<file path="src/rtl/tmr_pkg.sv">
// Shared definitions for the TMR fault monitor: lane identifiers,
// the per-lane health state encoding and a small popcount helper.
package tmr_pkg;

  localparam logic [1:0] LANE_NONE = 2'd0;
  localparam logic [1:0] LANE_A    = 2'd1;
  localparam logic [1:0] LANE_B    = 2'd2;
  localparam logic [1:0] LANE_C    = 2'd3;

  typedef enum logic [1:0] {
    HEALTHY = 2'd0,
    SUSPECT = 2'd1,
    FAILED  = 2'd2
  } lane_state_t;

  // Number of set bits in a 3-bit lane mask.
  function automatic logic [1:0] popcount3(input logic [2:0] v);
    return {1'b0, v[0]} + {1'b0, v[1]} + {1'b0, v[2]};
  endfunction

endpackage

</file>
<file path="src/rtl/tmr_lane_tracker.sv">
// Health tracker for a single TMR lane: persistence FSM, run counter and a
// saturating miscompare counter. Optional macro TMR_MON_IRQ_EN adds the
// fail_entry strobe used by the parent to build its interrupt pulse.
module tmr_lane_tracker
  import tmr_pkg::*;
#(
  parameter int PERSIST_CYCLES = 4,
  parameter int CNT_W          = 8
) (
  input  logic             clock,
  input  logic             reset_n_in,
  input  logic             clear_in,
  input  logic             miscompare,
  output logic [CNT_W-1:0] count,
`ifdef TMR_MON_IRQ_EN
  output logic             fail_entry,
`endif
  output logic             failed
);

  localparam int RUN_W = $clog2(PERSIST_CYCLES + 1);
  localparam logic [RUN_W-1:0] PERSIST_LIM = RUN_W'(PERSIST_CYCLES);

  lane_state_t      state;
  logic [RUN_W-1:0] run;
  logic [RUN_W-1:0] run_inc;
  logic             reach_limit;

  assign run_inc     = run + RUN_W'(1);
  assign reach_limit = (run_inc == PERSIST_LIM);

  // Persistence FSM: a lane must be the minority on PERSIST_CYCLES
  // consecutive cycles before it is latched as FAILED; clear beats everything.
  always_ff @(posedge clock) begin
    if (!reset_n_in || clear_in) begin
      state <= HEALTHY;
      run   <= '0;
    end else begin
      case (state)
        HEALTHY: begin
          if (miscompare) begin
            run   <= RUN_W'(1);
            state <= (PERSIST_CYCLES == 1) ? FAILED : SUSPECT;
          end
        end
        SUSPECT: begin
          if (miscompare) begin
            run <= run_inc;
            if (reach_limit) state <= FAILED;
          end else begin
            state <= HEALTHY;
            run   <= '0;
          end
        end
        FAILED: state <= FAILED;
        default: begin
          state <= HEALTHY;
          run   <= '0;
        end
      endcase
    end
  end

  // Saturating miscompare counter; keeps counting after FAILED, never wraps.
  always_ff @(posedge clock) begin
    if (!reset_n_in || clear_in) begin
      count <= '0;
    end else if (miscompare && (count != {CNT_W{1'b1}})) begin
      count <= count + CNT_W'(1);
    end
  end

  assign failed = (state == FAILED);

`ifdef TMR_MON_IRQ_EN
  // High on the cycle whose closing edge moves this lane into FAILED.
  assign fail_entry = reset_n_in && !clear_in && miscompare &&
                      (((state == HEALTHY) && (PERSIST_CYCLES == 1)) ||
                       ((state == SUSPECT) && reach_limit));
`endif

endmodule

</file>
<file path="src/rtl/tmr_fault_monitor.sv">
// Companion to the 2-of-3 voter: finds the minority lane, tracks per-lane
// health, latches failed lanes and cross-checks the voter's error flag.
// Optional macro TMR_MON_IRQ_EN adds the irq_out pulse output.
module tmr_fault_monitor
  import tmr_pkg::*;
#(
  parameter int PERSIST_CYCLES = 4,
  parameter int CNT_W          = 8
) (
  input  logic             clock,
  input  logic             reset_n_in,
  input  logic             a_in,
  input  logic             b_in,
  input  logic             c_in,
  input  logic             v_error_in,
  input  logic             clear_in,
  output logic [1:0]       fault_lane_out,
  output logic [CNT_W-1:0] err_cnt_a_out,
  output logic [CNT_W-1:0] err_cnt_b_out,
  output logic [CNT_W-1:0] err_cnt_c_out,
  output logic [2:0]       fail_mask_out,
  output logic             alarm_out,
  output logic             degraded_out,
  output logic             voter_mismatch_out
`ifdef TMR_MON_IRQ_EN
  , output logic           irq_out
`endif
);

  logic             a_r, b_r, c_r;
  logic [1:0]       fault_lane;
  logic             internal_err;
  logic [2:0]       miscompare;
  logic [2:0]       failed;
  logic [CNT_W-1:0] lane_cnt [3];

  // Lane input stage, aligned with the voter's one-cycle input latency.
  always_ff @(posedge clock) begin
    if (!reset_n_in) begin
      a_r <= 1'b0;
      b_r <= 1'b0;
      c_r <= 1'b0;
    end else begin
      a_r <= a_in;
      b_r <= b_in;
      c_r <= c_in;
    end
  end

  // Minority-lane classification from the registered lanes.
  always_comb begin
    fault_lane = LANE_NONE;
    if (!((a_r == b_r) && (b_r == c_r))) begin
      if (b_r == c_r)      fault_lane = LANE_A;
      else if (a_r == c_r) fault_lane = LANE_B;
      else                 fault_lane = LANE_C;
    end
  end

  assign internal_err  = (fault_lane != LANE_NONE);
  assign miscompare[0] = (fault_lane == LANE_A);
  assign miscompare[1] = (fault_lane == LANE_B);
  assign miscompare[2] = (fault_lane == LANE_C);

`ifdef TMR_MON_IRQ_EN
  logic [2:0] fail_entry;
`endif

  for (genvar i = 0; i < 3; i++) begin : g_lane
    tmr_lane_tracker #(
      .PERSIST_CYCLES(PERSIST_CYCLES),
      .CNT_W         (CNT_W)
    ) u_tracker (
      .clock      (clock),
      .reset_n_in (reset_n_in),
      .clear_in   (clear_in),
      .miscompare (miscompare[i]),
      .count      (lane_cnt[i]),
`ifdef TMR_MON_IRQ_EN
      .fail_entry (fail_entry[i]),
`endif
      .failed     (failed[i])
    );
  end

  // Sticky flag: voter error disagreed with our own recomputation.
  always_ff @(posedge clock) begin
    if (!reset_n_in || clear_in) begin
      voter_mismatch_out <= 1'b0;
    end else if (v_error_in != internal_err) begin
      voter_mismatch_out <= 1'b1;
    end
  end

`ifdef TMR_MON_IRQ_EN
  logic mismatch_entry;
  assign mismatch_entry = !voter_mismatch_out && (v_error_in != internal_err);

  // One registered pulse whenever a mask bit or the mismatch flag rises.
  always_ff @(posedge clock) begin
    if (!reset_n_in || clear_in) begin
      irq_out <= 1'b0;
    end else begin
      irq_out <= (|fail_entry) || mismatch_entry;
    end
  end
`endif

  assign fault_lane_out = fault_lane;
  assign err_cnt_a_out  = lane_cnt[0];
  assign err_cnt_b_out  = lane_cnt[1];
  assign err_cnt_c_out  = lane_cnt[2];
  assign fail_mask_out  = failed;
  assign alarm_out      = |failed;
  assign degraded_out   = (popcount3(failed) >= 2'd2);

endmodule

</file>
<file path="config.mk">
export PLATFORM = sky130hd
export DESIGN_NAME = tmr_fault_monitor
export DESIGN_NICKNAME = d
export VERILOG_FILES = /design/src/rtl/tmr_pkg.sv /design/src/rtl/tmr_lane_tracker.sv /design/src/rtl/tmr_fault_monitor.sv
export SDC_FILE = /design/constraint.sdc
export NUM_CORES = 1
export LEC_CHECK = 0
export ABC_AREA = 1
export CORE_MARGIN = 8
export CORE_UTILIZATION = 49
export CTS_BUF_LIST = sky130_fd_sc_hd__clkbuf_8
export DETAILED_ROUTE_END_ITERATION = 16
export MAX_ROUTING_LAYER = met4
export PLACE_DENSITY = 0.84
export SYNTH_ARGS = -nofsm -noshare
export SYNTH_HDL_FRONTEND = slang
export SYNTH_HIERARCHICAL = 1
export SYNTH_SLANG_ARGS = --single-unit
export TNS_END_PERCENT = 50
</file>
<file path="constraint.sdc">
create_clock -name clock -period 1.5 [get_ports clock]
set_input_delay 0.3 -clock clock [delete_from_list [all_inputs] [get_ports clock]]
set_output_delay 0.3 -clock clock [all_outputs]
set_load 0.02 [all_outputs]
</file>
# Yosys cells after proc, flatten, opt, wreduce, memory -nomap -nowiden
# Index checks and enable logic that the tools add are counted.
# word_totals
input_bits	7
ff_bits	43
elab_cells	91
output_inout_bits	32
# op_classes
order_cmp	1
muxes	24
n_reduce_logical	17
n_bitwise	3
n_eq_ne	25
add_sub_neg	8
# ops
cell	count
$pmux 3 s3	3
$add 8x1->8 const B	3
$ne 8x8->1 const B	3
$mux 2	11
$mux 3	6
$pmux 2 s3	3
$reduce_and 2->1	6
$eq 2x2->1 const B	5
$add 3x1->3 const B	3
$eq 3x3->1 const B	3
$ne 3x3->1 const B	3
$eq 2x1->1 const B	4
$logic_not 2->1	3
$ne 2x1->1 const B	3
$logic_and 1x1->1	4
$eq 1x1->1	3
$not 1->1	3
$reduce_or 3->1	1
$add 1x1->2	1
$add 2x1->2	1
$ge 2x2->1 const B	1
$reduce_bool 2->1	1
$logic_not 1->1	1
$logic_or 1x1->1	1
other kinds (2)	2

# Longest topological paths before layout
# Gate-level depths: netlist of run 1.
# logic_depth
depth_word	7
mapped_depth	10
ltp_nobuf	9

# Modules after synthesis
# Netlist of run 1, hierarchy kept.
# modules_own_cells
mod	seq_area_each_um2	cells_each	area_each_um2	instances
tmr_lane_tracker	260.2	94	683.2	3
tmr_fault_monitor	80.1	37	240.2	1

# Worst setup path after synthesis of run 1
# No wires, ideal clock.
# synth_path
kind	reg2reg
startpoint	register c_r
endpoint	register g_lane[1].u_tracker.count[4]
required_time_ns	1.387
path_stages_with_launch	9
arrival_time_ns	1.475
setup_ns	0.113
setup_slack_ns	-0.088
n_path_buf	1
synth_period_minus_slack_ns	1.588
cell_sequence	dfxtp_1 > nor2_1 > nor2_4 > inv_2 > nor2_1 > buf_4 > nand3_1 > nor2_1 > nor2_1
# synth_via
word_cells_on_any_way	8
cone_classes	3 x eq/ne; 3 x mux; 2 x reduce/logical
# synth_lines
item	line	rtl
start: declaration	tmr_fault_monitor.sv:30	logic a_r, b_r, c_r;
start signal: assignment	tmr_fault_monitor.sv:46	c_r <= c_in;
$eq 1x1->1 *	tmr_fault_monitor.sv:53, tmr_fault_monitor.sv:54	
$mux 2 / $logic_and 1x1->1 (equally long branches)	tmr_fault_monitor.sv:54, tmr_fault_monitor.sv:53	
$mux 2 *	tmr_fault_monitor.sv:53	if (!((a_r == b_r) && (b_r == c_r))) begin
net fault_lane_out[1]	tmr_fault_monitor.sv:17	output logic [1:0] fault_lane_out,
$eq 2x2->1 *	tmr_fault_monitor.sv:62	assign miscompare[1] = (fault_lane == LANE_B);
net miscompare[1]	tmr_fault_monitor.sv:33	logic [2:0] miscompare;
$logic_and 1x1->1 *	tmr_lane_tracker.sv:68	end else if (miscompare && (count != {CNT_W{1'b1}})) begin
end signal: assignment	tmr_lane_tracker.sv:69	count <= count + CNT_W'(1);
end: declaration	tmr_lane_tracker.sv:14	output logic [CNT_W-1:0] count,
# Mark *: on every way through the listed nets, which the timed path passes. The rest lies on a longest branch.
# A chain may end at the register's enable or synchronous reset.

# Final worst setup path of run 1
# layout_path
startpoint	register g_lane[2].u_tracker.state[1]
endpoint	output port degraded_out
# layout_via
elab_chain_cells	3
# layout_rtl
item	line	rtl
start: declaration	tmr_lane_tracker.sv:24	lane_state_t state;
start signal: assignment	tmr_lane_tracker.sv:43	state <= (PERSIST_CYCLES == 1) ? FAILED : SUSPECT;
$eq 2x2->1	tmr_lane_tracker.sv:73	assign failed = (state == FAILED);
$add 2x1->2	tmr_pkg.sv:18	return {1'b0, v[0]} + {1'b0, v[1]} + {1'b0, v[2]};
$ge 2x2->1	tmr_fault_monitor.sv:115	assign degraded_out = (popcount3(failed) >= 2'd2);
end: declaration	tmr_fault_monitor.sv:23	output logic degraded_out,
# No other way between the ends.

==> impl_metrics.tcl, run 1 <==
set metrics [dict create \
    ir_drop_v 0.0007362 \
    rows 25 \
    cts-root-buf "clkbuf_8" \
    place_worst_setup_slack_ns -0.2249 \
    grt_use_met1 0.1721 \
    fin_nets 410 \
    slew_headroom 0.8240 \
    grt.met3_usage 0.05463 \
    cts_buffer_depth 2 \
    rsz0062_at_grt "yes" \
    slew_violations 0 \
    path_clk_slew_ns 0.08 \
    post_dp_cell_area_mm2 0.002898 \
    wl_per_cell_um 13.40 \
    ant_nets 0 \
    synth.distinct_cells 21 \
    fmax_mhz 616.1 \
    syn_nets 336 \
    grt_max_degree 16 \
    ios 39 \
    post-route-period-util 1.082 \
    synth_edf_count 0 \
    synth_area_leaders "dfxtp_1 38%, nand2_1 11%, nor2_1 6.7%" \
    grt_pass1_vias 2168 \
    worst_slack_ns -0.1232 \
    grt_first_pass_wirelength_mm 9.377 \
    crit_path_end_kind "primary output" \
    synth_common_cells "67 x nand2_1, 43 x dfxtp_1, 41 x nor2_1" \
    dp.cells 430 \
    path_class "flop to primary output" \
    place.gp.congestion 0.8141 \
    top_usage_layer "met2" \
    area_growth_pct 41.20 \
    drv_cap 0 \
    cts-htree-levels 2 \
    grt_overflow_total 0 \
    setup-tns-final_ns -0.2898 \
    hp-class "flop to flop" \
    vias 2302 \
    finish.instance_area_mm2 0.003233 \
    cts_tree "built" \
    final_layout_size_suffix_gt1_frac 0.2926 \
    syn-cell-area_mm2 0.002290 \
    initial_core_util 0.4946 \
    routed_wl_mm 5.989 \
    yosys_warnings 6 \
    async_flop_share 0 \
    ys_seq_area_frac 0.3760 \
    power.density_mw_per_mm2 731.2 \
    fin_skew_ns 0.007873 \
    dieArea_mm2 0.007117 \
    drc_errors 0 \
    clk_latency_ns 0.30 \
    violations "negative setup slack" \
    portBuffers 38 \
    finalSetupViolCount 9 \
    tightest_slew_ns 0.2632 \
    diodes 0 \
    crit_arrival_ns 1.32 \
    dp_hpwl_mm 3.938 \
    synth_top_flop_cell "dfxtp_1" \
    hold_ws_ns 0.4790 \
    cts_buffers 5 \
    met2_usage 0.2779 \
    synth_area_leader_cell "dfxtp_1" \
    outcome "complete, but fails checks" \
    synth_seq_cells 43 \
    netlist.area_leader.share 0.3760 \
    track_usage 0.1623 \
    crit_fanout 4 \
    syn-mean-instance-area_um2 7.178 \
    cp.required_ns 1.20 \
    via_per_inst 5.150 \
    cts_sinks 43 \
    final-instance-count-excl-fill 447 \
    hold_viol_final 0 \
    start_kind "flop" \
    fp.dieW_um 84.36 \
    fin_crit_ns 1.623 \
    drtPass1Iterations 6 \
    p_leak_nw 1.545 \
    die-height_um 84.36 \
    core_area_mm2 0.004629 \
    grt_antenna_before_repair 0 \
    synthCells 319 \
    cts_hold_buf 0 \
    drt_iter0_drc 92 \
    synth_most_common_cell "nand2_1" \
]
## metal layers
metal	share of wire	up-vias	routed length, µm
met4	0.013	0	80
li1	-	1174	-
met3	0.053	8	319
met2	0.52	46	3098
met5	0	-	0
met1	0.42	1074	2490
## area by class of cell
class | count | area, µm²
Fill cell | 349 | 1396
Multi-Input combinational cell | 224 | 1355
Sequential cell | 43 | 873.3
Timing Repair Buffer | 70 | 640.6
Inverter | 49 | 193.9
Clock buffer | 5 | 68.82
Tap cell | 54 | 67.56
Clock inverter | 2 | 33.78
## worst paths after layout
kind / startpoint / endpoint / slack (ns) / cells past startpoint
worst max-delay path: g_lane[2].u_tracker/state[1] / degraded_out / -0.12 / 5
worst min-delay path: g_lane[1].u_tracker/run[2] / g_lane[1].u_tracker/run[2] / 0.48 / 2
worst max register to register: a_r / g_lane[2].u_tracker/count[4] / -0.04 / 11
worst min register to register: g_lane[1].u_tracker/run[2] / g_lane[1].u_tracker/run[2] / 0.48 / 2
## per-stage QoR
stage,power (mW),util
after floorplan,1.331,-
after global placement,1.430,0.6259
after detailed placement,1.437,0.6259
after CTS,2.295,0.6462
after global routing,2.466,0.6984
final,2.364,0.6984
## critical path, cell delays in order, from the launching register on
cell and delay (ns):
dfxtp_2 0.33, inv_2 0.04, nor2_4 0.15, ha_4 0.22, a21o_1 0.17, buf_6 0.13
## layout by cell type, fill, tap and decap left out, types with 4 or more instances in the layout
cell,netlist,layout
ha_1,10,9
nand2_2,4,7
nand2_1,67,63
nor2_4,7,14
a21oi_1,22,16
o21ai_1,4,4
nand2_4,6,7
dfxtp_2,0,4
inv_1,39,37
clkbuf_8,0,5
dlygate4sd2_1,0,26
buf_2,0,4
buf_4,3,21
dfxtp_1,43,37
nand4_1,21,21
nor2_1,41,33
nand3_1,19,17
clkdlybuf4s50_1,0,6
nor2_2,9,10
buf_6,0,8
inv_2,10,10
a21oi_2,3,9
## cells by family after synthesis
family	count (synthesis)	share of synthesized area
adders and majority gates	10	0.05464
DFF	43	0.3760
AOI/OAI and AO/OA	36	0.08962
and+or+nand+nor	175	0.3781
xor gates and xnor gates	3	0.01148
buffers and inverters	52	0.09016
## repair_timing
| item | CTS | global route |
|---|---|---|
| setup endpoints to repair | 41 | 36 |
| buffers inserted | 0 | 7 |
| cloned | 0 | 3 |
| pin swaps | 2 | 11 |
| resized for setup | 59 | 47 |
## where the power goes
part           total (mW)  switching [mW]  internal [mW]
combinational       0.320           0.170          0.150
clock               0.866           0.385          0.481
sequential           1.18          0.0222           1.16
total                2.36           0.577           1.79
## state kept, by name, indices dropped and copies added (netlist names)
register                count
a_r                         1
b_r                         1
voter_mismatch_out          1
g_lane.u_tracker/state      6
g_lane.u_tracker/count     24
c_r                         1
g_lane.u_tracker/run        9
(Power assumes the default switching activity.)
==> run 2, diff against run 1 <==
--- a/config.mk
+++ b/config.mk
@@ -10,7 +10,6 @@
 export CORE_UTILIZATION = 49
 export CTS_BUF_LIST = sky130_fd_sc_hd__clkbuf_8
 export DETAILED_ROUTE_END_ITERATION = 16
-export MAX_ROUTING_LAYER = met4
 export PLACE_DENSITY = 0.84
 export SYNTH_ARGS = -nofsm -noshare
 export SYNTH_HDL_FRONTEND = slang
==> run 2 against run 1 <==
  * The flow still finishes with violations (negative setup slack)
  * Count of clock-buffer cells in the layout unchanged
  * Highest routed layer unchanged
  * First-iteration DRC count down 9.8%
  * Register-to-register slack about the same
  * Maximum frequency down 0.21%
  * Sequential power barely moved
  * Non-clock buffer count unchanged
  * Largest power group unchanged
  * Total power hardly changed
  * Critical path type unchanged
  * Setup slack got worse by 0.0035 ns
  * Hold slack worse by 0.0014 ns
  * Largest cell class unchanged
  * Critical path depth is the same
==> impl_metrics.tcl, run 2 (synthesized netlist as in run 1, its figures left out) <==
set metrics [dict create \
    die-height_um 84.36 \
    worst_slack_ns -0.1267 \
    ant_nets 0 \
    post_dp_cell_area_mm2 0.002898 \
    layout_common_cells "63 x nand2_1, 37 x inv_1, 36 x dfxtp_1, 33 x nor2_1, 26 x dlygate4sd2_1" \
    fin_skew_ns 0.007088 \
    clk_latency_ns 0.30 \
    cts-root-buf "clkbuf_8" \
    cts_buffers 5 \
    finish.instance_area_mm2 0.003234 \
    dp.cells 430 \
    finalSetupViolCount 5 \
    largest_register_ffs 24 \
    cp_top_family "flip-flops" \
    routed_wl_mm 5.981 \
    fin_total_pwr_mw 2.366 \
    portBuffers 38 \
    rows 25 \
    final_layout_size_suffix_gt1_frac 0.2952 \
    outcome "complete, but fails checks" \
    crit_buf_inv 2 \
    crit_path_end_kind "primary output" \
    largest_registers "g_lane.u_tracker/count x24, g_lane.u_tracker/run x9, g_lane.u_tracker/state x6" \
    grt_pass1_vias 2166 \
    reg2reg_depth 12 \
    cts_buffer_depth 2 \
    place_worst_setup_slack_ns -0.2249 \
    slew_violations 0 \
    dieArea_mm2 0.007117 \
    cts_sinks 43 \
    dp_hpwl_mm 3.938 \
    drv_cap 0 \
    holdCritStartpoint "g_lane[1].u_tracker/run[2]" \
    fmax_mhz 614.7 \
    crit_fanout 4 \
    cts_hold_buf 0 \
    diodes 0 \
    start_kind "flop" \
    core_area_mm2 0.004629 \
    cp_cell_sequence "inv_2 > nor2_4 > ha_4 > a21o_1 > buf_6" \
    path_class "flop to primary output" \
    slowest_stage "dfxtp_2" \
    power.density_mw_per_mm2 731.5 \
    hold_ws_ns 0.4775 \
    area_growth_pct 41.26 \
    fp.dieW_um 84.36 \
    ios 39 \
    drt_iter0_drc 83 \
    vias 2317 \
    cpPeakStageDelay_ns 0.33 \
    grt_first_pass_wirelength_mm 9.390 \
    tightest_slew_ns 0.2632 \
    via_per_inst 5.183 \
    initial_core_util 0.4946 \
    drtPass1Iterations 4 \
    cp.required_ns 1.20 \
    fin_crit_ns 1.627 \
    grt_max_degree 16 \
    setup-tns-final_ns -0.2466 \
    path_clk_slew_ns 0.08 \
    crit_arrival_ns 1.33 \
    cts-htree-levels 2 \
    post-route-period-util 1.084 \
    fin_util 0.6986 \
    ff2ff_setup_slack_ns -0.03 \
    hold_viol_final 0 \
    final_common_cell "nand2_1" \
    hp-class "flop to flop" \
    rsz0062_at_grt "yes" \
    regMostFlops "g_lane.u_tracker/count" \
    ir_drop_v 0.0007404 \
    final-instance-count-excl-fill 447 \
    grt_antenna_before_repair 0 \
    wl_per_cell_um 13.38 \
    violations "negative setup slack" \
    place.gp.congestion 0.8025 \
    grt_overflow_total 0 \
    slew_headroom 0.8240 \
    cts_tree "built" \
    track_usage 0.1581 \
    p_leak_nw 1.545 \
    whs_endpoint "g_lane[1].u_tracker/run[2]" \
    drc_errors 0 \
    timing.rr.start "c_r" \
    nFillCells 349 \
    min_path_cells 2 \
    fin_nets 410 \
    r2r_end "g_lane[2].u_tracker/count[4]" \
]
[run 2: cell counts in the layout (fill, tap and decap cells not counted)]
Identical to the previous run, type by type.
[run 2: what timing repair did]
item / 4_1_cts / 5_1_grt
pin swaps: 2 / 11
buffers inserted: 0 / 7
cloned: 0 / 3
gates resized for setup: 59 / 48
setup endpoints to repair: 41 / 36
[run 2: area by class of cell]
class,instances,area [µm²],area share
clock inverters,2,33.78,0.01044
multi-input cells,224,1355,0.4190
inverters,49,193.9,0.05996
clock buffers,5,68.82,0.02128
repair buffers,70,640.6,0.1981
flip-flops and latches,43,874.6,0.2704
well taps,54,67.56,0.02089
[run 2: worst reg2reg max path: stages (launching register included)]
cell	delay (ns)
dfxtp_4	0.39
nand2_2	0.07
inv_2	0.04
nor2_4	0.12
buf_6	0.13
inv_4	0.04
nor2_4	0.15
buf_12	0.14
buf_4	0.11
nand3_1	0.09
nand2_1	0.07
nand2_1	0.04
nor2_1	0.07
[run 2: how the worst max path moves through the flow]
stage | depth (start not counted) | to | slack (ns) | startpoint
after floorplan | 8 | g_lane[1].u_tracker/count[4] | -0.09 | c_r
after global placement | 5 | degraded_out | -0.22 | g_lane[2].u_tracker/state[1]
after detailed placement | 5 | degraded_out | -0.22 | g_lane[2].u_tracker/state[1]
after CTS | 5 | degraded_out | -0.15 | g_lane[0].u_tracker/state[1]
after global routing | 5 | degraded_out | -0.17 | g_lane[2].u_tracker/state[1]
final | 5 | degraded_out | -0.13 | g_lane[2].u_tracker/state[1]
[run 2: where the power goes]
part | internal, mW | switching [mW]
clock | 0.481 | 0.387
combinational | 0.150 | 0.170
sequential | 1.16 | 0.0221
[run 2: metal layers]
layer	track usage	vias to the layer above	part of all wire
met4	0.05178	0	0.014
met3	0.05659	8	0.053
li1	-	1175	-
met1	0.1715	1083	0.41
met5	0	-	0
met2	0.2779	51	0.52
==> run 3, diff against run 2 <==
--- a/config.mk
+++ b/config.mk
@@ -6,9 +6,11 @@
 export NUM_CORES = 1
 export LEC_CHECK = 0
 export ABC_AREA = 1
+export CAP_MARGIN = 5
 export CORE_MARGIN = 8
 export CORE_UTILIZATION = 49
 export CTS_BUF_LIST = sky130_fd_sc_hd__clkbuf_8
+export CTS_CLUSTER_DIAMETER = 40
 export DETAILED_ROUTE_END_ITERATION = 16
 export PLACE_DENSITY = 0.84
 export SYNTH_ARGS = -nofsm -noshare
==> results of run 3 <==
Final layout, timing and power as in run 2 (identical DEF).
